$ cat src/rtl/pipe_pkg.sv
// Shared encodings for the pipeline stage register: slot-state enum and default NOP payloads.
package pipe_pkg;

    typedef enum logic [1:0] {
        EMPTY = 2'd0,
        ONE   = 2'd1,
        FULL  = 2'd2
    } slot_state_e;

    // All-zero payload decodes as RegWrite = 0, PCSrc = NPC_PLUS4 in the packed stage formats.
    localparam int          NOP_W       = 32;
    localparam logic [31:0] NOP_PAYLOAD = 32'h0000_0000;

endpackage

$ cat src/rtl/pipe_slot.sv
// One pipeline slot: valid flag plus payload register with clear-to-NOP, load and hold.
module pipe_slot #(
    parameter int                 DATA_W  = 32,
    parameter logic [DATA_W-1:0]  NOP_VAL = {DATA_W{1'b0}}
) (
    input  logic              clk,
    input  logic              rst,
    input  logic              clr,
    input  logic              load,
    input  logic [DATA_W-1:0] d,
    output logic              vld,
    output logic [DATA_W-1:0] q
);

    // Clear wins over load so a flush always drops a beat offered in the same cycle.
    always_ff @(posedge clk) begin
        if (!rst || clr) begin
            vld <= 1'b0;
            q   <= NOP_VAL;
        end else if (load) begin
            vld <= 1'b1;
            q   <= d;
        end
    end

endmodule

$ cat src/rtl/pipe_stage_reg.sv
// Reusable pipeline stage register with valid/ready, flush and NOP bubbles.
// Define PIPE_SKID_BUFFER_EN for a two-slot skid buffer with a registered in_ready.
module pipe_stage_reg
    import pipe_pkg::*;
#(
    parameter int                DATA_W  = 32,
    parameter logic [DATA_W-1:0] NOP_VAL = {DATA_W{1'b0}}
) (
    input  logic              clk,
    input  logic              rst,
    input  logic              in_valid,
    output logic              in_ready,
    input  logic [DATA_W-1:0] in_data,
    input  logic              flush,
    output logic              out_valid,
    input  logic              out_ready,
    output logic [DATA_W-1:0] out_data,
    output logic [1:0]        occ
);

    logic xfer_in;
    logic xfer_out;

    assign xfer_in  = in_valid & in_ready;
    assign xfer_out = out_valid & out_ready;

`ifdef PIPE_SKID_BUFFER_EN
    slot_state_e       state, nxt;
    logic              rdy_q;
    logic              main_clr, main_ld, skid_clr, skid_ld;
    logic              skid_vld;
    logic [DATA_W-1:0] skid_q;
    logic [DATA_W-1:0] main_d;

    always_ff @(posedge clk) begin
        if (!rst) begin
            state <= EMPTY;
            rdy_q <= 1'b1;
        end else begin
            state <= nxt;
            rdy_q <= (nxt != FULL);
        end
    end

    always_comb begin
        nxt      = state;
        main_clr = flush;
        main_ld  = 1'b0;
        skid_clr = flush;
        skid_ld  = 1'b0;
        if (flush) begin
            nxt = EMPTY;
        end else begin
            case (state)
                EMPTY: if (xfer_in) begin
                    nxt     = ONE;
                    main_ld = 1'b1;
                end
                ONE: begin
                    if (xfer_in && !xfer_out) begin
                        nxt     = FULL;
                        skid_ld = 1'b1;
                    end else if (!xfer_in && xfer_out) begin
                        nxt      = EMPTY;
                        main_clr = 1'b1;
                    end else if (xfer_in) begin
                        main_ld = 1'b1;
                    end
                end
                FULL: if (xfer_out) begin
                    nxt      = ONE;
                    main_ld  = 1'b1;
                    skid_clr = 1'b1;
                end
                default: nxt = EMPTY;
            endcase
        end
    end

    // The skid beat is always older than anything upstream, so it refills main first.
    assign main_d   = skid_vld ? skid_q : in_data;
    assign in_ready = rdy_q & ~flush;
    assign occ      = state;

    pipe_slot #(.DATA_W(DATA_W), .NOP_VAL(NOP_VAL)) u_main (
        .clk(clk), .rst(rst), .clr(main_clr), .load(main_ld),
        .d(main_d), .vld(out_valid), .q(out_data)
    );

    pipe_slot #(.DATA_W(DATA_W), .NOP_VAL(NOP_VAL)) u_skid (
        .clk(clk), .rst(rst), .clr(skid_clr), .load(skid_ld),
        .d(in_data), .vld(skid_vld), .q(skid_q)
    );
`else
    logic main_clr;

    assign in_ready = ~flush & (~out_valid | out_ready);
    assign main_clr = flush | (xfer_out & ~xfer_in);
    assign occ      = {1'b0, out_valid};

    pipe_slot #(.DATA_W(DATA_W), .NOP_VAL(NOP_VAL)) u_main (
        .clk(clk), .rst(rst), .clr(main_clr), .load(xfer_in),
        .d(in_data), .vld(out_valid), .q(out_data)
    );
`endif

endmodule

$ cat config.mk
export PLATFORM = sky130hd
export DESIGN_NAME = pipe_stage_reg
export DESIGN_NICKNAME = d
export VERILOG_FILES = /design/src/rtl/pipe_pkg.sv /design/src/rtl/pipe_slot.sv /design/src/rtl/pipe_stage_reg.sv
export SDC_FILE = /design/constraint.sdc
export NUM_CORES = 1
export LEC_CHECK = 0
export ABC_AREA = 1
export BUFFER_PORTS_ARGS = -buffer_cell sky130_fd_sc_hd__buf_4
export CORE_MARGIN = 2
export CORE_UTILIZATION = 40
export CTS_CLUSTER_SIZE = 14
export DETAILED_ROUTE_END_ITERATION = 6
export HOLD_SLACK_MARGIN = 0.08
export PLACE_DENSITY = 0.76
export SLEW_MARGIN = 0
export SYNTH_ARGS = -nofsm -noshare
export SYNTH_HDL_FRONTEND = slang
export SYNTH_SLANG_ARGS = --single-unit
$ cat constraint.sdc
create_clock -name clk -period 3.1 [get_ports clk]
set_input_delay 0.62 -clock clk [delete_from_list [all_inputs] [get_ports clk]]
set_output_delay 0.62 -clock clk [all_outputs]
set_load 0.01 [all_outputs]
* Word-level counts from Yosys, hierarchy flattened *
Cells that the tools add are included.

operators by class
  reduce and logical (&&, ||, !) cells = 2
  bitwise logic cells = 9

operator list
  operator          count
  $and 1x1->1       4
  $not 1->1         3
  $or 1x1->1        2
  $logic_not 1->1   1
  $logic_or 1x1->1  1

storage, ports and cells
  output and inout bits = 36
  flip-flop bits (word level) = 33

* Logic depth before layout (Yosys ltp) *
Gate-level depths: netlist of the first run.

  depth in word-level cells = 8
  mapped depth = 8
  mapped depth without buffers = 7

* Cells and area by module *
From an unflattened synthesis of the first run, not the netlist that was laid out.

second synthesis, totals
  cell total of the unflattened synthesis = 156
  area total of the unflattened synthesis = 1,301.2 um^2

modules (own cells, without submodules)
  module          area an instance (um^2)  times used  cells each
  pipe_slot       1,239.9                  1           144
  pipe_stage_reg  61.3                     1           12

* Least setup slack after synthesis of the first run *
No wires, ideal clock.

  path kind = input -> output
  from = in out_ready
  to = out in_ready
  arrival = 856 ps
  stages = 2
  data required time = 2,480 ps
  setup slack = 1,624 ps
  path through = inv_2 -> a21oi_1

between the ends
  word-level cells in the longest chain between the ends = 2

RTL lines
  item             RTL line              RTL
  start, declared  pipe_stage_reg.sv:16  input logic out_ready,
  $or 1x1->1       pipe_stage_reg.sv:97  assign in_ready = ~flush & (~out_valid | out_ready);
  $and 1x1->1      pipe_stage_reg.sv:97
  end, declared    pipe_stage_reg.sv:12  output logic in_ready,

Every way passes these cells.

* Final worst setup path of the first run *
  from = in out_ready
  to = reg u_main.q[21]

between the ends
  word-level cells in the longest chain between the ends = 7
  elaborated cells on any way between the ends = 8
  those cells by class = 7 x bitwise; 1 x reduce/logical

RTL lines
  item                  RTL line              RTL
  $or 1x1->1            pipe_stage_reg.sv:97
  $and 1x1->1           pipe_stage_reg.sv:97
  $and 1x1->1           pipe_stage_reg.sv:24  assign xfer_in = in_valid & in_ready;
  $not 1->1             pipe_stage_reg.sv:98  assign main_clr = flush | (xfer_out & ~xfer_in);
  $and 1x1->1           pipe_stage_reg.sv:98
  $or 1x1->1            pipe_stage_reg.sv:98
  $logic_or 1x1->1      pipe_slot.sv:17       if (!rst || clr) begin
  end signal, assigned  pipe_slot.sv:19       q <= NOP_VAL;
  end signal, assigned  pipe_slot.sv:22       q <= d;
  end, declared         pipe_slot.sv:12       output logic [DATA_W-1:0] q

Several ways; a longest one is shown, not always the timed one.
A chain may end at the register's enable or synchronous reset.

==> results.md, run 1 <==
Global routing:
- The initial antenna violation count came to 0.
- After global routing the overflow that remains totals 0.
- Entering global routing, the biggest net connects 35 pins.
- The number of global-route vias before repair is approximately 1400.
- The total global-route track usage is 0.1803.
- The first-pass GRT wire length is just over 6000 µm.

Timing:
- The final worst slack is about 1100 ps.
- The achievable clock frequency is 0.4892 GHz.
- The worst hold slack across all endpoints is between 500 and 600 ps.
- The clock arrives with between 3 and 4 ps of skew.
- The shortest period the worst path allows is approximately 2000 ps.
- The count of final setup violators is 0.
- The final setup TNS is 0 ps.
- The transition time at the pin with the least slew margin is ~680 ps.
- Headroom to the max-slew limit came out at 0.5430.
- The number of pins exceeding their max-slew limit in the final report is 0.
- Setup repair after global routing left no endpoint under its margin.
- The final number of hold-violating endpoints was 0.
- The final worst-path cycle share is 0.6595.

Cells and area:
- Excluding fillers, the count of instances in the completed layout stands at about 340.
- In the final layout, the multi-input gates occupy 648.1 µm².
- Registers take ~660 µm².
- After routing the design area is around 0.0021 mm².
- The final layout contains 324 nets.
- The fraction of final layout cells with drive strength greater than 1 is 0.3240.
- The number of inserted filler cells in the final layout is 380.
- The repair_antennas step left the layout with diodes totalling 0.
- The area growth from synthesis to layout is 36.04%.
- At the end of the flow the core is filled with cells to 0.5744.

Setup path:
- The register-to-register path setup slack is approximately 1100 ps.
- STA puts the critical path data arrival time at 2260 ps.
- The biggest fanout along the worst timing path is 34.
- The worst register-to-register path ends at u_main.q[21]$_SDFFE_PP0P_.
- The source of the worst register-to-register timing path is u_main.vld$_SDFFE_PP0P_.
- The critical path startpoint category is an input port.
- The critical path runs through a total of 7 cells.
- The most critical setup path has its endpoint at u_main.q[21]$_SDFFE_PP0P_.
- The worst setup path is captured at a flip-flop.
- The critical path starts at out_ready.
- The category of the most critical setup path is in -> reg.
- For the worst setup path, the data required time is 3310 ps.
- The largest single stage delay on the critical path is approximately 400 ps.
- Together, buffers and inverters on the worst path number 2.
- For the worst flop-to-flop path, the logic depth is 5.
- The kind of cell adding the most delay to the critical path is simple AND/OR/NAND/NOR gates.
- The largest individual stage delay along the critical path comes from the cell nand3_4.
- The signal on the critical path passes through buf_4, inv_2, nand2_4, nand3_4, nand2_1, nand2_2, nor2_1.

Clock tree:
- The buffers inserted during post-CTS setup optimization is 0.
- After clock tree synthesis, the flow added hold-fix buffers numbering 0.
- In this run the clock root is driven by a clkbuf_8.
- The clock insertion delay at the later pin of the skew report is ~280 ps.
- The H-tree level count is 2.
- The clock net in this run drives a total of 33 sinks.
- The worst-case clock buffer depth is 2.
- The total CTS buffers is 5.
- The post-CTS resize count is 0.
- TritonCTS built the clock tree.
- The clock-pin transition on the worst setup and hold timing paths is roughly 70 ps.

Yosys:
- The count of state elements after synthesis is 33.
- The share of synthesized area in the top cell type comes to 0.4211.
- In this run the cell area of the synthesized design comes to about 0.0016 mm².
- Of the total synthesized cell area, the portion taken by full adders, half adders and majority gates is 0.
- The portion of netlist area occupied by mux cells is 0.
- Counting distinct cell types in the post-synthesis netlist gives 15.
- The number of flops mapped to enable cells by yosys is 0.
- The combinational family with the most area after synthesis is simple AND/OR/NAND/NOR gates.
- A synthesized cell averages about 7 µm².
- By count the netlist is led by nand2_1, inv_1, dfxtp_1, nand4_1, nor2_1.
- The most used standard cell by instance count after synthesis is nand2_1.
- After synthesis, the cell types taking the most area are dfxtp_1, nand2_1, nand4_1.
- The number of nets handed over by synthesis was about 260.
- The count of mapped cells out of synthesis is 226.
- The number of warnings reported in the yosys synthesis log is 0.
- Of all cell types, the one taking the most synthesized area is dfxtp_1.
- The share of the synthesized area in compound gates (AO/OA/AOI/OAI) was 0.003190.
- The post-synthesis share of cell area spent on and, or, nand and nor gates is 0.4075.
- Of the total synthesized cell area, the portion taken by XOR and XNOR cells is 0.
- The share of synthesized registers carrying an async set or reset is 0.
- Among all flip-flop cells after synthesis, the most frequent one is dfxtp_1.
- The sequential cell area fraction in the yosys report is 0.4211.

Power and ir drop:
- Summed over all cells, the static leakage comes to about 1.1 nW.
- The total chip power is 0.8915 mW.
- VDD sags by at most roughly 0.00025 V.
- The power per standard cell area is about 420 mW/mm².

Placed design:
- During placement, the flow inserted port buffers numbering between 70 and 80.
- The pre-CTS setup slack is between 700 and 800 ps.
- The congestion estimate from routability-driven global placement came to 0.7478.
- The HPWL after detailed placement is ~2400 µm.
- Including well taps, the total number of placed cells is between 300 and 400.
- In this run the cell area measured after placement is 0.002048 mm².

Die:
- The floorplan has 22 rows.
- The horizontal die dimension is 66.63 µm.
- The core region is between 0.003 and 0.004 mm².
- The number of top-level pins is between 70 and 80.
- The die height is approximately 67 µm.
- The die area is approximately 0.0044 mm².
- The initial utilization of the core area, before any placement, comes to 0.4222.

Detailed routing:
- The total number of vias is between 1500 and 2000.
- The final routed wirelength across all metal layers is between 3000 and 4000 µm.
- The remaining routing DRC violations is 0.
- The DRC marker count from the first detailed-route iteration is 98.
- After detailed routing, the average wire length per cell comes to 10.88 µm.
- The average via count per standard cell is between 4 and 5.
- The pre-antenna-repair detailed-routing pass consisted of 6 iterations.
- The count of nets left with antenna violations once routing finished came out at 0.

Run status:
- The run finished with clean final reports.

Min path:
- The worst hold-check path type is reg -> reg.

Run:
- The max capacitance violation total is 0.
[worst min-delay path by stage]
stage                                   from                  endpoint  slack [ps]  depth (start not counted)
finish              u_main.q[9]$_SDFFE_PP0P_  u_main.q[9]$_SDFFE_PP0P_         520                          4
global placement    u_main.q[3]$_SDFFE_PP0P_  u_main.q[3]$_SDFFE_PP0P_         510                          4
floorplan           u_main.q[0]$_SDFFE_PP0P_  u_main.q[0]$_SDFFE_PP0P_         540                          4
CTS                 u_main.q[9]$_SDFFE_PP0P_  u_main.q[9]$_SDFFE_PP0P_         520                          4
detailed placement  u_main.q[4]$_SDFFE_PP0P_  u_main.q[4]$_SDFFE_PP0P_         510                          4
global route        u_main.q[9]$_SDFFE_PP0P_  u_main.q[9]$_SDFFE_PP0P_         540                          4
[registers in the layout, indices dropped and copies added (netlist names)]
signal      count
u_main.q       32
u_main.vld      1
[layout make-up]
class / instances / share of cell area
Sequential cell: 33 / 0.3095
Tap cell: 48 / 0.02814
Inverter: 37 / 0.06506
Clock buffer: 7 / 0.04045
Multi-Input combinational cell: 138 / 0.3036
Timing Repair Buffer: 72 / 0.2532
[layer usage]
metal / global-route usage / share of wire / wire length (µm) / vias to the layer above
met4: 0.1046 / 0.025 / 91 / 0
met3: 0.04392 / 0.060 / 218 / 9
met2: 0.2863 / 0.46 / 1681 / 54
met5: 0 / 0 / 0 / -
li1: - / - / - / 809
met1: 0.2206 / 0.45 / 1656 / 662
[cell families (layout without fill, tap and decap cells)]
kind of cell    count (synthesis)  in the layout
simple gates                  136            136
other cells                     1              1
buf+inv                        55            116
flops                          33             33
compound gates                  1              1
[report_power, final]
part / switching (mW) / leakage (nW) / internal [mW]
Sequential: 0.00569 / 0.267 / 0.434
Clock: 0.147 / 0.0443 / 0.176
Combinational: 0.0678 / 0.788 / 0.0617
Total: 0.220 / 1.10 / 0.671
[cells in the final DEF (no fill, tap or decap), drive strengths merged]
master  instances
a21oi           1
nand3           1
buf            72
conb            1
nor2           33
clkbuf          7
nand4          32
nand2          70
dfxtp          33
inv            37
[worst register-to-register path, delay by kind of cell (launching register included)]
family           cells  cell delay, ps
DFF                  1             360
and+or+nand+nor      5            1550
(Power assumes the default switching activity.)
==> run 2: changes to the inputs <==
==> constraint.sdc (replaced) <==
create_clock -name clk -period 2.05 [get_ports clk]
set_input_delay 0.41 -clock clk [delete_from_list [all_inputs] [get_ports clk]]
set_output_delay 0.41 -clock clk [all_outputs]
set_load 0.01 [all_outputs]
==> run 2 against run 1 <==
Compared with the run above:
- hold slack worse by 96 ps
- critical endpoint is now u_main.q[13]$_SDFFE_PP0P_
- largest power group unchanged
- critical path type is now reg -> reg
- global-route usage is 0.48 points lower
- power is 50% higher
- design area is 1.6% higher
- largest cell class unchanged
- critical path depth is 1 lower
- utilization is 0.94 points higher
- first-iteration DRC count is 33% lower
==> results.md, run 2 (synthesis gave the netlist of run 1 again) <==
Detailed routing:
- The DRC marker count from the first detailed-route iteration is 66.
- The count of nets left with antenna violations once routing finished came out at 0.
- In the routed design, unresolved DRC markers number 0.
- The detailed-router iteration count before antenna repair is 4.
- The final routed wirelength across all metal layers is 3523 µm.
- The average routed wire per standard cell is about 10 µm.
- The total number of vias is about 1500.
- After detailed routing, the number of vias per cell comes to 4.541.

Power and ir drop:
- In this run the static leakage power is between 1 and 1.5 nW.
- The maximum VDD drop is ~0.0004 V.
- The total chip power is about 1.3 mW.
- Dividing total power by cell area gives a power density of around 620 mW/mm².

Placed design:
- The count of buffers added on input and output ports is around 70.
- The number of placed instances, taps included, is ~330.
- Routability-driven placement finished with a final weighted congestion of 0.7576.
- Detailed placement ended at an HPWL of 2379 µm.

Cells and area:
- For this run, the number of standard cells in the final layout without fillers is 338.
- The number of antenna diodes is 0.
- In the layout the commonest cells are buf_4, nand2_1, inv_1.
- Of the cells placed in the final design, the portion with a size suffix greater than 1 is 0.3310.
- The net count of the finished layout is roughly 330.
- Compared with the post-synthesis result, the final layout area differs by 38.28%.
- The most common cell after layout, fill and taps aside is buf_4.
- The register containing the most flip-flops in the final layout is u_main.q.
- After filler insertion, the fill cell instance count of the layout stands at 380.
- The largest registers in the layout are u_main.q x32, u_main.vld x1.
- The flip-flop count of the largest register after layout is 32.

Clock tree:
- Hold repair after CTS inserted 0 buffers.
- The post-CTS resize count is 0.
- The clock insertion delay at the later pin of the skew report is about 270 ps.
- TritonCTS built the clock tree.
- The H-tree level count is 2.
- The total clock sinks is 33.
- The cell sitting at the root of the clock tree is a clkbuf_8.
- The clock-pin transition on the worst setup and hold timing paths is approximately 60 ps.
- The buffers inserted during post-CTS setup optimization is 0.
- The worst-case clock buffer depth is 2.
- TritonCTS created 5 clock buffers.

Die:
- The die area is around 0.0044 mm².
- The die is around 67 µm tall.
- The number of top-level pins is 73.
- The starting density of the core is 0.4222.
- The horizontal die dimension is ~67 µm.
- The number of standard-cell rows in the floorplan is 22.
- The core region area is between 0.003 and 0.004 mm².

Global routing:
- Summed over all layers, the global routing overflow is 0.
- The initial antenna violation count is 0.
- Entering global routing, the biggest net connects 35 pins.
- The number of global-route vias before repair is roughly 1400.
- In the global route stage, overall resource usage came out at 0.1756.
- The first-pass GRT wire length is between 5000 and 6000 µm.

Timing:
- Across all hold checks on the routed design, the worst slack comes to 423.4 ps.
- The worst path needs 1363 ps of the cycle, external delays included.
- The final number of hold-violating endpoints is 0.
- The number of pins exceeding their max-slew limit in the final report is 0.
- Setup violations remaining at the end of the flow were counted as 0.
- Between clock sinks in the finished design, the worst skew comes to roughly 3.1 ps.
- In the final timing run, aggregate negative setup slack is 0 ps.
- Based on the critical path, the design can be clocked at up to roughly 0.73 GHz.
- Setup repair after global routing left no endpoint under its margin.
- Of the available clock period, the critical path in the final layout requires 0.6648.

Setup path:
- The critical path startpoint category is a flip-flop.
- The biggest fanout along the worst timing path is 34.
- At the worst endpoint, the arrival time is ~1500 ps.
- The type of element capturing the critical path is a flip-flop.
- The category of the most critical setup path is reg -> reg.
- The required time at the worst-slack endpoint is around 2200 ps.

Min path:
- The worst hold-check path type is in -> reg.

Run status:
- The flow ran to the end, and the final reports show no timing, DRC or antenna violations.

Run:
- The max capacitance violation total is 0.
[run 2: final timing paths]
kind	startpoint	endpoint	slack, ps	depth (start not counted)
min reg2reg	u_main.q[3]$_SDFFE_PP0P_	u_main.q[3]$_SDFFE_PP0P_	510	4
max reg2reg	u_main.vld$_SDFFE_PP0P_	u_main.q[13]$_SDFFE_PP0P_	690	6
max	u_main.vld$_SDFFE_PP0P_	u_main.q[13]$_SDFFE_PP0P_	690	6
min	flush	u_main.vld$_SDFFE_PP0P_	420	4
[run 2: layout make-up]
| type | instances | area (µm²) | share of cell area |
|---|---|---|---|
| clock buffer | 7 | 86.33 | 0.03979 |
| sequential | 33 | 660.6 | 0.3045 |
| inverter | 37 | 138.9 | 0.06401 |
| timing repair buffer | 75 | 575.6 | 0.2653 |
| tap | 48 | 60.06 | 0.02768 |
| multi-input combinational | 138 | 648.1 | 0.2987 |
[run 2: worst max-delay path, cell delays in order (launching register included)]
cell and delay, ps:
dfxtp_1 430, nand2_4 80, nand3_4 270, nand2_1 110, nand2_2 100, buf_12 190
nor2_1 70
[run 2: stage by stage]
step	area [µm²]	utilization	setup slack, ps
floorplan	1569	-	915.0
global placement	2083	0.5606	554.0
detailed placement	2083	0.5606	509.3
CTS	2170	0.5838	655.4
global route	2170	0.5838	530.2
finish	2170	0.5838	687.1
[run 2: per-layer routing]
layer	share of wire	GRT usage
met1	0.45	0.2213
met2	0.47	0.2825
met3	0.068	0.04899
met4	0.016	0.06888
met5	0	0
[run 2: power breakdown]
group          leakage (nW)  switching (mW)  internal [mW]
sequential            0.267         0.00842          0.656
clock                0.0443           0.207          0.266
combinational         0.807           0.103         0.0991
total                  1.12           0.318           1.02
==> run 3: changes to the inputs <==
--- a/config.mk
+++ b/config.mk
@@ -5,14 +5,14 @@
 export SDC_FILE = /design/constraint.sdc
 export NUM_CORES = 1
 export LEC_CHECK = 0
-export ABC_AREA = 1
+export ABC_AREA = 0
 export BUFFER_PORTS_ARGS = -buffer_cell sky130_fd_sc_hd__buf_4
 export CORE_MARGIN = 2
 export CORE_UTILIZATION = 40
 export CTS_CLUSTER_SIZE = 14
 export DETAILED_ROUTE_END_ITERATION = 6
 export HOLD_SLACK_MARGIN = 0.08
-export PLACE_DENSITY = 0.76
+export PLACE_DENSITY = 0.79
 export SLEW_MARGIN = 0
 export SYNTH_ARGS = -nofsm -noshare
 export SYNTH_HDL_FRONTEND = slang
==> constraint.sdc (replaced) <==
create_clock -name clk -period 1.3 [get_ports clk]
set_input_delay 0.26 -clock clk [delete_from_list [all_inputs] [get_ports clk]]
set_output_delay 0.26 -clock clk [all_outputs]
set_load 0.01 [all_outputs]
==> run 3 against run 2 <==
Compared with the run above:
- the run now ends with negative setup slack left
- utilization up 5.2 points
- sequential share of layout area up 3.4 points
- area after synthesis down 17%
- hold slack worse by 300 ps
- critical path type is now reg -> out
- design area down 9.9%
- non-clock buffer count up 7
- critical endpoint is now in_ready
==> results.md, run 3 <==
Run status:
- The flow ran to the end, but the final reports show violations.
- The final reports fail on negative setup slack.

Clock tree:
- The clock passes through at most 2 buffers.
- The clock-pin transition on the worst setup and hold timing paths is 90 ps.
- The H-tree was split into 2 levels.
- The clock net in this run drives a total of 33 sinks.
- The CTS tree is yes.
- The root buffer cell chosen for the clock tree is clkbuf_4.
- Clock latency on the worst-skew pair, taken at its later pin, is between 300 and 400 ps.
- Buffers inserted during clock tree synthesis total 5.

Yosys:
- The share of the synthesized area in compound gates (AO/OA/AOI/OAI) was 0.2459.
- The combinational family with the most area after synthesis is compound AO/OA/AOI/OAI gates.
- The primary flip-flop cell chosen by synthesis mapping is dfxtp_1.
- After synthesis the cells add up to approximately 0.0013 mm².
- Of the synthesized area, sequential elements account for 0.5072.
- The post-synthesis share of cell area spent on and, or, nand and nor gates is 0.1671.
- In the synthesized netlist, the cells that appear most often are dfxtp_1, a21oi_1, nand3_1, o21ai_0, buf_2.
- The synthesized design spends more area on one cell type than any other, namely dfxtp_1.
- When the netlist entered floorplanning its net count stood at roughly 190.
- Of the total synthesized cell area, the portion taken by XOR and XNOR cells is 0.
- The most used standard cell by instance count after synthesis is dfxtp_1.
- The count of mapped cells out of synthesis is around 160.
- By area the synthesized netlist is led by dfxtp_1, a21oi_1, nand3_1.
- The post-synthesis share of cell area spent on full adders, half adders and majority gates is 0.
- Measured against the total synthesized area, the mux share comes to 0.
- The count of distinct cell types in the synthesized netlist is 16.
- In this run, synthesis produced a sequential element count of 33.
- The top cell type's share of synthesized area is 0.5072.
- Counting flops with an async set or reset pin after synthesis yields a share of 0.
- Each instance of the synthesized netlist takes up on average ~8.3 µm².
- Yosys mapped a number of flops with a built-in enable equal to 0.
- Yosys printed 0 warnings.

Timing:
- On the final layout, the worst hold slack is 120.9 ps.
- The number of pins exceeding their max-slew limit in the final report is 0.
- The worst setup skew after layout is 10.93 ps.
- Dividing the final minimum period by the clock period gives 1.022.
- Counting I/O delays and the setup requirement, the final critical path takes 1328 ps.
- The final setup TNS is -28.09 ps.
- Setup repair after global routing could not meet its margin everywhere.
- The final number of hold-violating endpoints is 0.
- In the post-route analysis, the smallest setup slack over all paths is -28.09 ps.
- The count of final setup violators is 1.
- Static timing analysis puts the maximum clock frequency at about 0.75 GHz.

Die:
- The number of standard-cell rows in the floorplan is 20.
- The number of top-level pins is 73.
- The die area is 0.003729 mm².
- The horizontal die dimension is about 60 µm.
- The core region is a little over 0.003 mm².
- In this run the vertical extent of the chip is ~60 µm.
- The starting density of the core is 0.4232.

Setup path:
- Data arrives at the worst endpoint at around 1100 ps.
- In this run the worst path has a maximum fanout of 2.
- The worst setup path is launched from a flip-flop.
- The slowest stage of the critical path is the dfxtp_2 cell.
- The worst setup path is of the reg -> out kind.
- Data on the critical path is required at its endpoint by 1040 ps.
- The worst setup path is captured at an output pin.
- The delay of the slowest critical-path stage is about 330 ps.
- The kind of cell adding the most delay to the critical path is flip-flops.
- Traced cell by cell, the critical path runs through and2b_2, nor2_2, buf_4.
- The buffers plus inverters on the worst setup path is 1.

Power and ir drop:
- Across the VDD grid, the largest voltage drop is roughly 0.00055 V.
- The analysis attributes to cell leakage a power of approximately 0.82 nW.
- The total chip power is approximately 1.9 mW.
- For this design the ratio of total power to cell area is approximately 950 mW/mm².

Detailed routing:
- The detail route stage leaves a number of antenna-violating nets equal to 0.
- The average routed wire per standard cell is between 10 and 15 µm.
- The final route contains ~1400 vias.
- The final routed wirelength across all metal layers is 3493 µm.
- The DRC marker count from the first detailed-route iteration is 108.
- The average via count per standard cell is roughly 5.
- Before antenna repair, the detailed router went through 4 iterations.
- For this run, design rule violations remaining after detail routing come to 0.

Cells and area:
- The fraction of final layout cells with drive strength greater than 1 is 0.4061.
- The flip-flop count of the largest register after layout is 32.
- The number of inserted filler cells in the final layout is between 200 and 300.
- u_main.q holds more flip-flops than any other register.
- Compared with the post-synthesis result, the final layout area differs by 50.14%.
- For this run, the number of standard cells in the final layout without fillers is 273.
- The largest registers in the layout are u_main.q x32, u_main.vld x1.
- At the end of the flow the core is filled with cells to 0.6354.
- The library cells used most frequently in the layout, excluding fill and tap cells, are buf_4, nand3_1, a21oi_1, dfxtp_1, o21ai_0.
- The library cell used most frequently in the layout, excluding fill and tap cells, is buf_4.
- The number of nets at the end of the flow is roughly 270.
- The number of antenna diodes is 0.

Placed design:
- The HPWL after detailed placement is between 2000 and 2500 µm.
- The congestion estimate from routability-driven global placement came to 0.7463.
- The number of buffers added on ports is 71.
- The number of placed cells counting well taps is about 260.

Global routing:
- The global-route congestion overflow total is 0.
- The maximum number of pins on one net before global-route repair is 33.
- In the global route stage, overall resource usage came out at 0.2056.
- The initial antenna violation count is 0.
- The number of global-route vias before repair is between 1000 and 1500.
- The first global-routing pass estimated about 5700 µm of wire.

Run:
- The tool flagged a number of max-cap violations equal to 0.

Min path:
- The worst hold-check path type is in -> reg.
==> run 3: cell count changes after synthesis, moves of 10 or more <==
cell and delta:
a21oi_1 +31, nand2_1 -68, nor2_2 -10, nand4_1 -32
inv_1 -35, nand3_1 +32, nor2_1 -21, o21ai_0 +25
==> run 3: report_power, final <==
group          switching [mW]  total, mW  internal [mW]
Combinational           0.125      0.277          0.152
Sequential             0.0106       1.04           1.03
Clock                   0.336      0.542          0.206
Total                   0.472       1.86           1.39
==> run 3: final timing paths <==
path / from / to / slack [ps] / cells past startpoint
max reg2reg: u_main.vld$_SDFFE_PP0P_ / u_main.q[2]$_SDFFE_PP0P_ / 100 / 5
min reg2reg: u_main.q[8]$_SDFFE_PP0P_ / u_main.q[8]$_SDFFE_PP0P_ / 480 / 2
min: flush / u_main.vld$_SDFFE_PP0P_ / 120 / 2
max: u_main.vld$_SDFFE_PP0P_ / in_ready / -30 / 3
==> run 3: cell type report <==
| class | instances | area (µm²) | area share |
|---|---|---|---|
| timing repair buffer | 82 | 640.6 | 0.3276 |
| clock inverter | 2 | 10.01 | 0.005118 |
| clock buffer | 6 | 41.29 | 0.02111 |
| multi-input combinational | 106 | 546.8 | 0.2796 |
| sequential | 33 | 661.9 | 0.3385 |
| tap | 44 | 55.05 | 0.02815 |
==> run 3: what timing repair did <==
action | in CTS | in global routing
resized for setup | 2 | 0
setup endpoints to repair | 1 | 1
hold buffers | 0 | 0
setup buffers | 2 | 0
==> run 3: logic make-up (layout without fill, tap and decap cells) <==
family,Yosys count,after routing
AO/OA/AOI/OAI,64,64
buffers and inverters,18,90
flip-flops,33,33
other,1,1
AND/OR/NAND/NOR,41,41
==> run 3: metrics by stage <==
| stage | worst slack (ps) | cell area [µm²] |
|---|---|---|
| after floorplan | 125.7 | 1303 |
| after global placement | 179.7 | 1886 |
| after detailed placement | 147.7 | 1886 |
| after CTS | -36.29 | 1956 |
| after global routing | -76.48 | 1956 |
| final | -28.09 | 1956 |
==> run 3: per-layer routing <==
metal,track usage,part of all wire
met1,0.2392,0.41
met2,0.3359,0.49
met3,0.09034,0.088
met4,0.07453,0.014
met5,0,0
